`config.mk`:
```
export PLATFORM = sky130hd
export DESIGN_NAME = memory_stage
export DESIGN_NICKNAME = d
export VERILOG_FILES = /design/src/rtl/mem_stage_pkg.sv /design/src/rtl/mem_beat_sequencer.sv /design/src/rtl/memory_stage.sv
export SDC_FILE = /design/constraint.sdc
export NUM_CORES = 1
export LEC_CHECK = 0
export ABC_AREA = 1
export BUFFER_PORTS_ARGS = -buffer_cell sky130_fd_sc_hd__buf_2
export CAP_MARGIN = 40
export CELL_PAD_IN_SITES_DETAIL_PLACEMENT = 1
export CELL_PAD_IN_SITES_GLOBAL_PLACEMENT = 2
export CORE_MARGIN = 2
export CORE_UTILIZATION = 30
export DETAILED_ROUTE_END_ITERATION = 7
export HOLD_SLACK_MARGIN = 0.15
export PLACE_DENSITY = 0.87
export SETUP_SLACK_MARGIN = 0.02
export SYNTH_ARGS = -nofsm -noshare
export SYNTH_HDL_FRONTEND = slang
export SYNTH_HIERARCHICAL = 1
export SYNTH_SLANG_ARGS = --single-unit
export TNS_END_PERCENT = 1
```
`constraint.sdc`:
```
create_clock -name clk -period 3.25 [get_ports clk]
set_input_delay 0.65 -clock clk [delete_from_list [all_inputs] [get_ports clk]]
set_output_delay 0.65 -clock clk [all_outputs]
set_load 0.01 [all_outputs]
```
`src/rtl/mem_stage_pkg.sv`:
```
// mem_stage_pkg: shared state, beat constants and writeback bundle for memory_stage
package mem_stage_pkg;
  typedef enum logic {IDLE, ACCESS} state_t;
  localparam int BEATS_V = 4;
  localparam int BEATS_S = 1;
  localparam int WORD_BYTES = 4;
  typedef struct packed {
    logic         valid;
    logic         wben;
    logic         vf;
    logic [3:0]   dest;
    logic [127:0] res;
  } wb_t;
endpackage

```
`src/rtl/mem_beat_sequencer.sv`:
```
// mem_beat_sequencer: beat index, beat address/write-data select and load assembly buffer
module mem_beat_sequencer
  import mem_stage_pkg::*;
#(
  parameter int AW = 32,
  parameter int DW = 32,
  parameter int VW = 128,
  parameter int IW = $clog2(VW / DW)
) (
  input  logic          clk,
  input  logic          rst,
  input  logic          start,
  input  logic          beat,
  input  logic [AW-1:0] addr_in,
  input  logic [VW-1:0] st_in,
  input  logic [DW-1:0] rdata,
  output logic [IW-1:0] idx,
  output logic [AW-1:0] addr,
  output logic [DW-1:0] wdata,
  output logic [VW-1:0] asm_data
);
  logic [AW-1:0] base;
  logic [VW-1:0] st_q;
  logic [VW-1:0] asm_q;
  // Capture word-aligned base and store operand on accept; advance one word per acked beat
  always_ff @(posedge clk or negedge rst)
    if (!rst) begin
      base  <= '0;
      st_q  <= '0;
      asm_q <= '0;
      idx   <= '0;
    end else if (start) begin
      base  <= addr_in & ~AW'(WORD_BYTES - 1);
      st_q  <= st_in;
      asm_q <= '0;
      idx   <= '0;
    end else if (beat) begin
      asm_q <= asm_data;
      idx   <= idx + 1'b1;
    end
  assign addr  = base + AW'(idx) * AW'(WORD_BYTES);
  assign wdata = st_q[idx*DW +: DW];
  // Merge the word arriving this cycle so the final beat is visible without an extra cycle
  always_comb begin
    asm_data = asm_q;
    if (beat) asm_data[idx*DW +: DW] = rdata;
  end
endmodule

```
`src/rtl/memory_stage.sv`:
```
// memory_stage: scalar/vector load-store stage over a 32-bit req/ack port with registered writeback
module memory_stage
  import mem_stage_pkg::*;
#(
  parameter int AW = 32,
  parameter int DW = 32,
  parameter int VW = 128
) (
  input  logic          clk,
  input  logic          rst,
  input  logic          InValid,
  input  logic          MemRd,
  input  logic          MemWr,
  input  logic          VF,
  input  logic          WbEnIn,
  input  logic [3:0]    DestIn,
  input  logic [AW-1:0] Addr,
  input  logic [VW-1:0] StData,
  input  logic [VW-1:0] ResIn,
  output logic          Stall,
  output logic          MemReq,
  output logic          MemWe,
  output logic [AW-1:0] MemAddr,
  output logic [DW-1:0] MemWData,
  input  logic          MemAck,
  input  logic [DW-1:0] MemRData,
  output logic          OutValid,
  output logic          WbEn,
  output logic          VFOut,
  output logic [3:0]    DestOut,
  output logic [VW-1:0] ResOut
);
  localparam int IW = $clog2(VW / DW);
  state_t        state;
  wb_t           wb;
  logic          st_q, vf_q, wben_q;
  logic [3:0]    dest_q;
  logic          access, accept, beat, last;
  logic [IW-1:0] idx;
  logic [AW-1:0] seq_addr;
  logic [DW-1:0] seq_wdata;
  logic [VW-1:0] asm_data;
  assign access   = state == ACCESS;
  assign accept   = state == IDLE && InValid && (MemRd || MemWr);
  assign beat     = access && MemAck;
  assign last     = beat && idx == (vf_q ? IW'(BEATS_V - 1) : IW'(BEATS_S - 1));
  assign Stall    = accept || (access && !last);
  assign MemReq   = access;
  assign MemWe    = access && st_q;
  assign MemAddr  = access ? seq_addr : '0;
  assign MemWData = access ? seq_wdata : '0;
  assign OutValid = wb.valid;
  assign WbEn     = wb.wben;
  assign VFOut    = wb.vf;
  assign DestOut  = wb.dest;
  assign ResOut   = wb.res;
  mem_beat_sequencer #(.AW(AW), .DW(DW), .VW(VW)) u_seq (
    .clk(clk), .rst(rst), .start(accept), .beat(beat), .addr_in(Addr), .st_in(StData),
    .rdata(MemRData), .idx(idx), .addr(seq_addr), .wdata(seq_wdata), .asm_data(asm_data)
  );
  // FSM and writeback register; a store (including rd+wr) never writes a register
  always_ff @(posedge clk or negedge rst)
    if (!rst) begin
      state  <= IDLE;
      wb     <= '0;
      st_q   <= 1'b0;
      vf_q   <= 1'b0;
      wben_q <= 1'b0;
      dest_q <= '0;
    end else begin
      wb.valid <= 1'b0;
      if (accept) begin
        state  <= ACCESS;
        st_q   <= MemWr;
        vf_q   <= VF;
        wben_q <= WbEnIn;
        dest_q <= DestIn;
      end else if (state == IDLE && InValid) wb <= '{1'b1, WbEnIn, VF, DestIn, ResIn};
      else if (last) begin
        state <= IDLE;
        wb    <= '{1'b1, wben_q & ~st_q, vf_q, dest_q, st_q ? VW'(0) : asm_data};
      end
    end
endmodule

```
# ---- Yosys cells after proc, flatten, opt, wreduce, memory -nomap -nowiden
# Index checks and enable logic that the tools add are counted.
dict set report op_classes {
  n_addsub 3
  n_eq_ne 2
  shift 3
  n_mux 16
  bitwise_logic 4
  reduce_logical 14
}
# op count
set op_table {}
lappend op_table {{$mux W128} 4}
lappend op_table {{$mux W135} 3}
lappend op_table {{$bwmux W128} 1}
lappend op_table {{$shift A32 B34 Y128 const A} 1}
lappend op_table {{$shiftx A128 B8 Y32} 1}
lappend op_table {{$shiftx A32 B34 Y128} 1}
lappend op_table {{$mux W32} 2}
lappend op_table {{$neg A7 Y34} 1}
lappend op_table {{$add A32 B4 Y32} 1}
lappend op_table {{$logic_and A1 B1 Y1} 6}
lappend op_table {{$mux W2} 3}
lappend op_table {{$reduce_bool A2 Y1} 3}
lappend op_table {{$reduce_and A2 Y1} 2}
lappend op_table {{$mux W1} 3}
lappend op_table {{$not A1 Y1} 3}
lappend op_table {{$add A2 B1 Y2 const B} 1}
lappend op_table {{$eq A2 B2 Y1} 1}
lappend op_table {{$logic_or A1 B1 Y1} 2}
lappend op_table {{$ne A2 B2 Y1 const B} 1}
lappend op_table {{$and A1 B1 Y1} 1}
lappend op_table {{$logic_not A1 Y1} 1}
dict set report totals {
  regBits 431
  inputBits 332
  out_inout_bits 202
}

# ---- Depth between registers and ports, before layout
# Gate-level depths: netlist (run 1).
dict set report depth {
  ltp_word 8
  mapped_depth 15
  ltp_nobuf 11
}

# ---- Modules after synthesis
# The synthesis (run 1) kept the hierarchy.
# module instances cells_per_inst area_per_inst_um2 seq_area_each_um2
set modules_own_cells {}
lappend modules_own_cells {mem_beat_sequencer 1 1792 13787.0 7206.9}
lappend modules_own_cells {memory_stage 1 1490 9376.5 3578.4}

# ---- Worst setup path before layout (run 1)
# OpenSTA, ideal clock, no wires.
dict set report synth_timing {
  path_type {register to output}
  startpoint {register u_seq.idx[0]}
  endpoint {output port MemAddr[28]}
  arrival_time_ns 1.839
  required_time_ns 2.600
  path_slack_ns 0.761
  path_stages_with_launch 12
  path_buffers 0
  cell_sequence {dfrtp_1 ha_1 fa_1 nand3_1 inv_1 nand2_1 nor2_1 nand2_1 nand2_1 nand2_1 nand2_1 inv_1}
}
dict set report synth_via {
  elab_chain_cells 2
}
# element line_no
set synth_lines {}
lappend synth_lines {{start: declaration} mem_beat_sequencer.sv:17} ;# output logic [IW-1:0] idx,
lappend synth_lines {{start signal: assignment} mem_beat_sequencer.sv:39} ;# idx <= idx + 1'b1;
lappend synth_lines {{$add A32 B4 Y32} mem_beat_sequencer.sv:41} ;# assign addr = base + AW'(idx) * AW'(WORD_BYTES);
lappend synth_lines {{via seq_addr[28]} memory_stage.sv:40} ;# logic [AW-1:0] seq_addr;
lappend synth_lines {{$mux W32} memory_stage.sv:50} ;# assign MemAddr = access ? seq_addr : '0;
lappend synth_lines {{end: declaration} memory_stage.sv:23} ;# output logic [AW-1:0] MemAddr,
# The timed path passes the listed nets, and every way through them passes these cells.

# ---- Worst setup path in the final report (run 1)
dict set report layout_timing {
  startpoint {register u_seq.idx[0]}
  endpoint {output port MemAddr[24]}
}
# Same word-level chain as after synthesis.

==> flow_metrics.py, run 1 <==
metrics = {
    "worst_setup_path": {
        "reg2regPathDepth": 11,
        "path_cells": "ha_4 > fa_2 > nand3_2 > buf_6 > nor2_2 > nand2_1 > nand2_1 > nand2_1 > nand2_1 > inv_2 > buf_2",
        "crit_required_ns": 2.60,
        "cp.arrival_ns": 2.48,
        "path_max_fanout": 4,
        "r2r-end": "ResOut[122]",
        "crit_family": "adder cells",
        "crit_path_end": "MemAddr[24]",
        "critical_path_cell_count": 11,
        "cp-startpoint": "u_seq/idx[0]",
        "r2r_setup_slack_ns": 0.52,
        "reg2reg_from": "u_seq/idx[0]",
        "critPathLaunchType": "register",
        "slowest_stage": "dfrtp_4",
        "slowest_delay_ns": 0.53,
        "worst-path-buf-inv": 3,
        "critPathMostFrequentCell": "nand2_1",
        "end_kind": "output pin",
        "path_class": "reg2out",
    },
    "floorplanning": {
        "coreArea_um2": 76200,
        "fp.dieW_um": 282,
        "pin_count": 534,
        "die_h_um": 282,
        "dieArea_um2": 79500,
        "initial_utilization_pct": 30.4,
        "fp-row-count": 101,
    },
    "power_and_ir_drop": {
        "power_leakage_nw": 16.0,
        "powerDensity_nw_per_um2": 867,
        "pwr-share-comb_pct": 41.9,
        "p_int_mw": 14.2,
        "switching_share_pct": 43.2,
        "pwr-share-clk_pct": 24.4,
        "power_switching_mw": 10.8,
        "irDropWorstVdd_mv": 0.492,
        "seq_power_share_pct": 33.7,
    },
    "sta": {
        "fin_skew_ns": 0.0259,
        "worstMarginPinSlew_ns": 0.819,
        "fin_tns_setup_ns": 0,
        "slew_headroom_pct": 45.4,
        "holdWs_ns": 0.223,
        "hold_violations": 0,
        "setup_viol": 0,
        "post-route-period-util_pct": 96.2,
        "fmax_ghz": 0.320,
        "drv_slew": 0,
        "rsz0062_at_grt": "true",
        "finalWorstPathRequiredPeriod_ns": 3.13,
    },
    "cts": {
        "cts_made_buffers": 53,
        "clk_pin_slew_ns": 0.07,
        "clock_sinks": 431,
        "clock_latency_ns": 0.63,
        "cts-root-buf": "clkbuf_16",
        "cts_max_path_buffers": 3,
        "h-tree-depth": 2,
        "cts_tree": "yes",
    },
    "global_routing": {
        "grt_pass1_vias": 23470,
        "grt_max_degree": 135,
        "grtUsageTotal_pct": 22.4,
        "grt_pass1_wl_mm": 137,
        "grt_overflow": 0,
        "antenna_found_initial": 26,
    },
    "logic_synthesis": {
        "netlist.area_leader.share_pct": 46.6,
        "synthFlopType": "dfrtp_1",
        "syn_inst": 3282,
        "synth_edf_count": 0,
        "synth_area_leaders": "dfrtp_1 47%, nand2_1 14%, inv_1 7.9%, nor2_1 7.8%, nand3_1 6.8%",
        "synth_area_leader_cell": "dfrtp_1",
        "synth_area_um2": 23200,
        "async_flop_share_pct": 100,
        "ys_types": 28,
        "ys_ff_latch": 431,
        "syn-mean-instance-area_um2": 7.06,
        "synth_most_common_cell": "nand2_1",
        "seq_area_frac_synth_pct": 46.6,
        "yosysWarnings": 6,
        "synth.cells.most_frequent": "862 x nand2_1, 488 x inv_1, 483 x nor2_1",
    },
    "drt": {
        "drt-vias-per-instance": 4.82,
        "drc": 0,
        "drtAntennaViolNets": 0,
        "dr_wl_met3_mm": 5.33,
        "wl_per_cell_um": 18.9,
        "drt-total-wl_mm": 90.7,
        "wl_met1_mm": 36.9,
        "dr.pass1.iters": 5,
        "dr_wl_met2_mm": 44.9,
        "highest_layer": "met5",
        "drt_iter0_markers": 1339,
        "vias": 23080,
    },
    "placed_design": {
        "port_buffers": 529,
        "hpwlAfterDp_mm": 64.2,
        "gp_congestion": 0.867,
        "postPlaceCellArea_um2": 27000,
    },
    "finish": {
        "post-route-util_pct": 37.9,
        "fin_nets": 4046,
        "area_delta_synth_final_pct": 24.8,
        "final_area_um2": 28900,
        "drive_gt1_share_pct": 19.6,
    },
    "outcome": {
        "status": "finished clean",
    },
    "min_path": {
        "hp-class": "in2reg",
        "hold_depth": 3,
    },
    "run": {
        "maxCapViolations": 0,
    },
}
-- flip-flops by register name (all words and copies together) (netlist names), 2 cells and up --
| register | flops |
|---|---|
| DestOut | 4 |
| ResOut | 128 |
| dest_q | 4 |
| u_seq/asm_q | 128 |
| u_seq/base | 30 |
| u_seq/idx | 2 |
| u_seq/st_q | 128 |
-- how the worst min path moves through the flow --
| stage | from | end |
|---|---|---|
| CTS | StData[5] | u_seq/st_q[5] |
| finish | StData[5] | u_seq/st_q[5] |
| global placement | u_seq/st_q[40] | u_seq/st_q[40] |
| detailed placement | u_seq/st_q[42] | u_seq/st_q[42] |
| floorplan | rst | DestOut[0] |
| global route | StData[39] | u_seq/st_q[39] |
-- logic make-up (layout without fill, tap and decap cells) --
kind of cell | after synthesis | after routing | synth area share [%]
AOI/OAI and AO/OA | 257 | 257 | 6.56
xor gates and xnor gates | 15 | 15 | 0.567
adders and majority gates | 8 | 8 | 0.465
buffers and inverters | 725 | 1189 | 12.2
DFF | 431 | 431 | 46.6
other | 1 | 15 | 0.0162
and+or+nand+nor | 1845 | 1845 | 33.7
-- area by class of cell --
type	instances	area, µm²
Sequential cell	431	10800
Timing Repair Buffer	597	3460
Clock buffer	72	1500
Fill cell	9680	47300
Multi-Input combinational cell	2127	9670
Tap cell	1030	1290
Antenna cell	13	32.5
Inverter	496	1880
Clock inverter	24	292
-- per-stage QoR --
stage          setup slack, ns  power, mW  instances
6_report                 0.125       25.1       4790
2_1_floorplan            0.761       14.7       3283
3_5_place_dp             0.397       19.1       4679
5_1_grt                -0.0164       27.0       4784
4_1_cts               -0.00522       25.5       4777
3_3_place_gp             0.397       18.8       4676
-- layer usage --
layer	GRT usage, %	vias to the layer above
li1	-	11091
met1	26.9	11232
met2	39.0	549
met3	4.78	180
met4	8.25	28
met5	0	-
-- worst register-to-register path: cells and delay by family (launching register included) --
family,cells,cell delay [ns]
adder cells (fa/ha/maj),1,0.27
flip-flops,1,0.48
buffers and inverters,4,0.89
AO/OA/AOI/OAI,1,0.29
AND/OR/NAND/NOR,5,0.74
-- what timing repair did --
| item | in CTS | in global routing |
|---|---|---|
| buffers inserted | 1 | 0 |
| pin swaps | 1 | 1 |
| endpoints found under the setup margin | 17 | 18 |
| hold endpoints to repair | 53 | 0 |
| gates cloned | 0 | 0 |
| resized for setup | 10 | 12 |
| hold buffers | 1 | 0 |
-- power groups by stage --
stage	logic, mW	clock network [mW]	registers, mW
floorplan	6.16	0	8.59
global placement	10.4	0	8.44
detailed placement	10.6	0	8.50
CTS	10.7	6.30	8.44
global route	11.8	6.49	8.67
finish	10.5	6.12	8.44
-- layout by cell type, fill, tap and decap left out, types with 2 or more instances in the layout --
master,n
diode_2,13
clkinv_2,10
inv_1,484
dfrtp_2,2
clkbuf_8,10
clkbuf_16,53
nand2_4,5
a31oi_1,32
xor2_1,15
clkinv_4,2
buf_16,2
ha_1,6
nor2_1,476
buf_2,528
inv_4,3
o21ai_0,97
nor2_2,6
o21ai_1,20
buf_4,43
buf_6,3
nand4_1,156
bufinv_16,4
nand3_1,312
clkbuf_1,9
dfrtp_4,2
dfrtp_1,427
a21oi_1,32
conb_1,2
and2_1,22
clkinvlp_4,5
nand2_2,3
buf_12,19
o21a_1,22
nand3_2,3
o22ai_2,11
inv_2,8
nand2_1,858
o22ai_1,41
No activity file was read; power rests on OpenSTA's default activity.
==> inputs of run 2 (changes only) <==
==> constraint.sdc (replaced) <==
create_clock -name clk -period 3.2 [get_ports clk]
set_input_delay 0.64 -clock clk [delete_from_list [all_inputs] [get_ports clk]]
set_output_delay 0.64 -clock clk [all_outputs]
set_load 0.01 [all_outputs]
==> flow_metrics.py, run 2 (synthesis results as in run 1) <==
metrics = {
    "finish": {
        "n_fill_cell": 9656,
        "final_cells": 4784,
        "drive_gt1_share_pct": 19.5,
        "fin_nets": 4045,
        "layout.area.seq_um2": 10800,
        "final_common_cell": "nand2_1",
        "layout_common_cells": "858 x nand2_1, 528 x buf_2, 484 x inv_1",
        "area_delta_synth_final_pct": 24.8,
        "multi_input_area_um2": 9710,
    },
    "drt": {
        "drtAntennaViolNets": 0,
        "dr.pass1.iters": 5,
        "wl_per_cell_um": 19.3,
        "drt-total-wl_mm": 92.3,
        "vias": 23012,
        "drt-vias-per-instance": 4.81,
        "drt_iter0_markers": 1378,
        "drc": 0,
    },
    "min_path": {
        "worstHoldStart": "StData[96]",
        "hp-class": "in2reg",
        "hold_depth": 3,
        "hold_end": "u_seq/st_q[96]",
    },
    "worst_setup_path": {
        "crit_required_ns": 2.56,
        "reg2reg_from": "u_seq/idx[0]",
        "worst-path-buf-inv": 3,
        "reg2regPathDepth": 11,
        "end_kind": "output pin",
        "slowest_delay_ns": 0.54,
        "crit_family": "compound AO/OA/AOI/OAI gates",
        "path_max_fanout": 74,
        "r2r_setup_slack_ns": 0.41,
        "path_class": "reg2out",
        "cp.arrival_ns": 2.46,
        "path_cells": "buf_16 > o21ai_0 > o22ai_2 > nand2_1 > inv_1 > buf_2",
        "critPathLaunchType": "register",
        "r2r-end": "ResOut[80]",
        "slowest_stage": "o21ai_0",
    },
    "floorplanning": {
        "die_h_um": 282,
        "dieArea_um2": 79500,
        "pin_count": 534,
        "fp.dieW_um": 282,
        "fp-row-count": 101,
        "initial_utilization_pct": 30.4,
        "coreArea_um2": 76200,
    },
    "sta": {
        "rsz0062_at_grt": "true",
        "post-route-period-util_pct": 96.8,
        "worstMarginPinSlew_ns": 0.858,
        "slew_headroom_pct": 42.8,
        "setup_ws_ns": 0.104,
        "fin_skew_ns": 0.0290,
        "setup_viol": 0,
        "finalWorstPathRequiredPeriod_ns": 3.10,
        "drv_slew": 0,
        "fmax_ghz": 0.323,
        "hold_violations": 0,
        "holdWs_ns": 0.221,
    },
    "global_routing": {
        "antenna_found_initial": 24,
        "grt_max_degree": 134,
        "grt_overflow": 0,
        "grt_pass1_vias": 23484,
        "grtUsageTotal_pct": 22.6,
        "grt_pass1_wl_mm": 138,
    },
    "power_and_ir_drop": {
        "power_leakage_nw": 16.0,
        "irDropWorstVdd_mv": 0.537,
        "powerDensity_nw_per_um2": 882,
    },
    "placed_design": {
        "placedCellCount": 4675,
        "post-place-ws_ns": 0.360,
        "gp_congestion": 0.871,
        "port_buffers": 529,
        "hpwlAfterDp_mm": 64.2,
    },
    "cts": {
        "cts_tree": "yes",
        "clock_sinks": 431,
        "cts-root-buf": "clkbuf_16",
        "cts_made_buffers": 54,
        "clock_latency_ns": 0.64,
        "h-tree-depth": 2,
        "cts_max_path_buffers": 3,
        "clk_pin_slew_ns": 0.06,
    },
    "outcome": {
        "status": "finished clean",
    },
    "run": {
        "maxCapViolations": 0,
    },
}
==> run 2: cell types whose count changed in the layout (fill, tap and decap cells not counted), moves of 3 or more <==
cell | previous run | this run
nor2_4 | 1 | 4
clkbuf_8 | 10 | 13
clkinvlp_4 | 5 | 2
clkbuf_1 | 9 | 16
diode_2 | 13 | 8
clkinv_2 | 10 | 7
==> run 2: timing repair <==
item,in CTS,in global routing
endpoints found under the hold margin,32,0
pin swaps,0,5
endpoints found under the setup margin,22,45
gates cloned,0,1
resized for setup,12,23
buffers inserted,0,2
hold buffers,1,0
==> run 2: worst max-delay path by stage <==
stage                               to          from  slack [ns]  cells past startpoint
after global placement     MemAddr[28]  u_seq/idx[0]        0.40                     12
final                     MemWData[17]  u_seq/idx[0]        0.10                      6
after detailed placement    ResOut[80]  u_seq/idx[0]        0.36                     11
after global routing       MemAddr[28]  u_seq/idx[0]       -0.03                     12
after CTS                  MemAddr[28]  u_seq/idx[0]       -0.05                     11
after floorplan            MemAddr[28]  u_seq/idx[0]        0.72                     11
==> run 2: routing by layer <==
| metal | GRT usage [%] | vias up | share of wire, % |
|---|---|---|---|
| li1 | - | 11063 | - |
| met1 | 27.2 | 11210 | 41 |
| met2 | 39.4 | 540 | 50 |
| met3 | 5.05 | 167 | 5.8 |
| met4 | 7.77 | 32 | 3.3 |
| met5 | 0 | - | 0.20 |
==> run 2: cell type report <==
type / instances / area share (%)
Antenna cell: 8 / 0.0693
Clock buffer: 83 / 5.50
Clock inverter: 14 / 0.584
Inverter: 496 / 6.52
Multi-Input combinational cell: 2127 / 33.6
Sequential cell: 431 / 37.3
Tap cell: 1030 / 4.46
Timing Repair Buffer: 595 / 11.9
==> run 2: tightest hold or removal path: stages <==
cell and delay (ns):
buf_2 0.07, nand2_1 0.04, nand2_1 0.05
==> run 2: metrics by stage <==
| step | instance area, µm² | TNS (ns) | util [%] | power [mW] |
|---|---|---|---|---|
| 6_report | 28900 | 0 | 37.9 | 25.5 |
| 5_1_grt | 28900 | -0.0911 | 37.9 | 27.4 |
| 4_1_cts | 28800 | -0.208 | 37.7 | 25.8 |
| 2_1_floorplan | 23200 | 0 | - | 15.0 |
| 3_3_place_gp | 26900 | 0 | 35.4 | 19.1 |
| 3_5_place_dp | 26900 | 0 | 35.4 | 19.4 |
==> run 2: report_power, final <==
part | total [mW] | internal [mW] | switching (mW)
Sequential | 8.63 | 7.41 | 1.23
Clock | 6.17 | 3.58 | 2.59
Combinational | 10.7 | 3.46 | 7.24
Total | 25.5 | 14.4 | 11.1
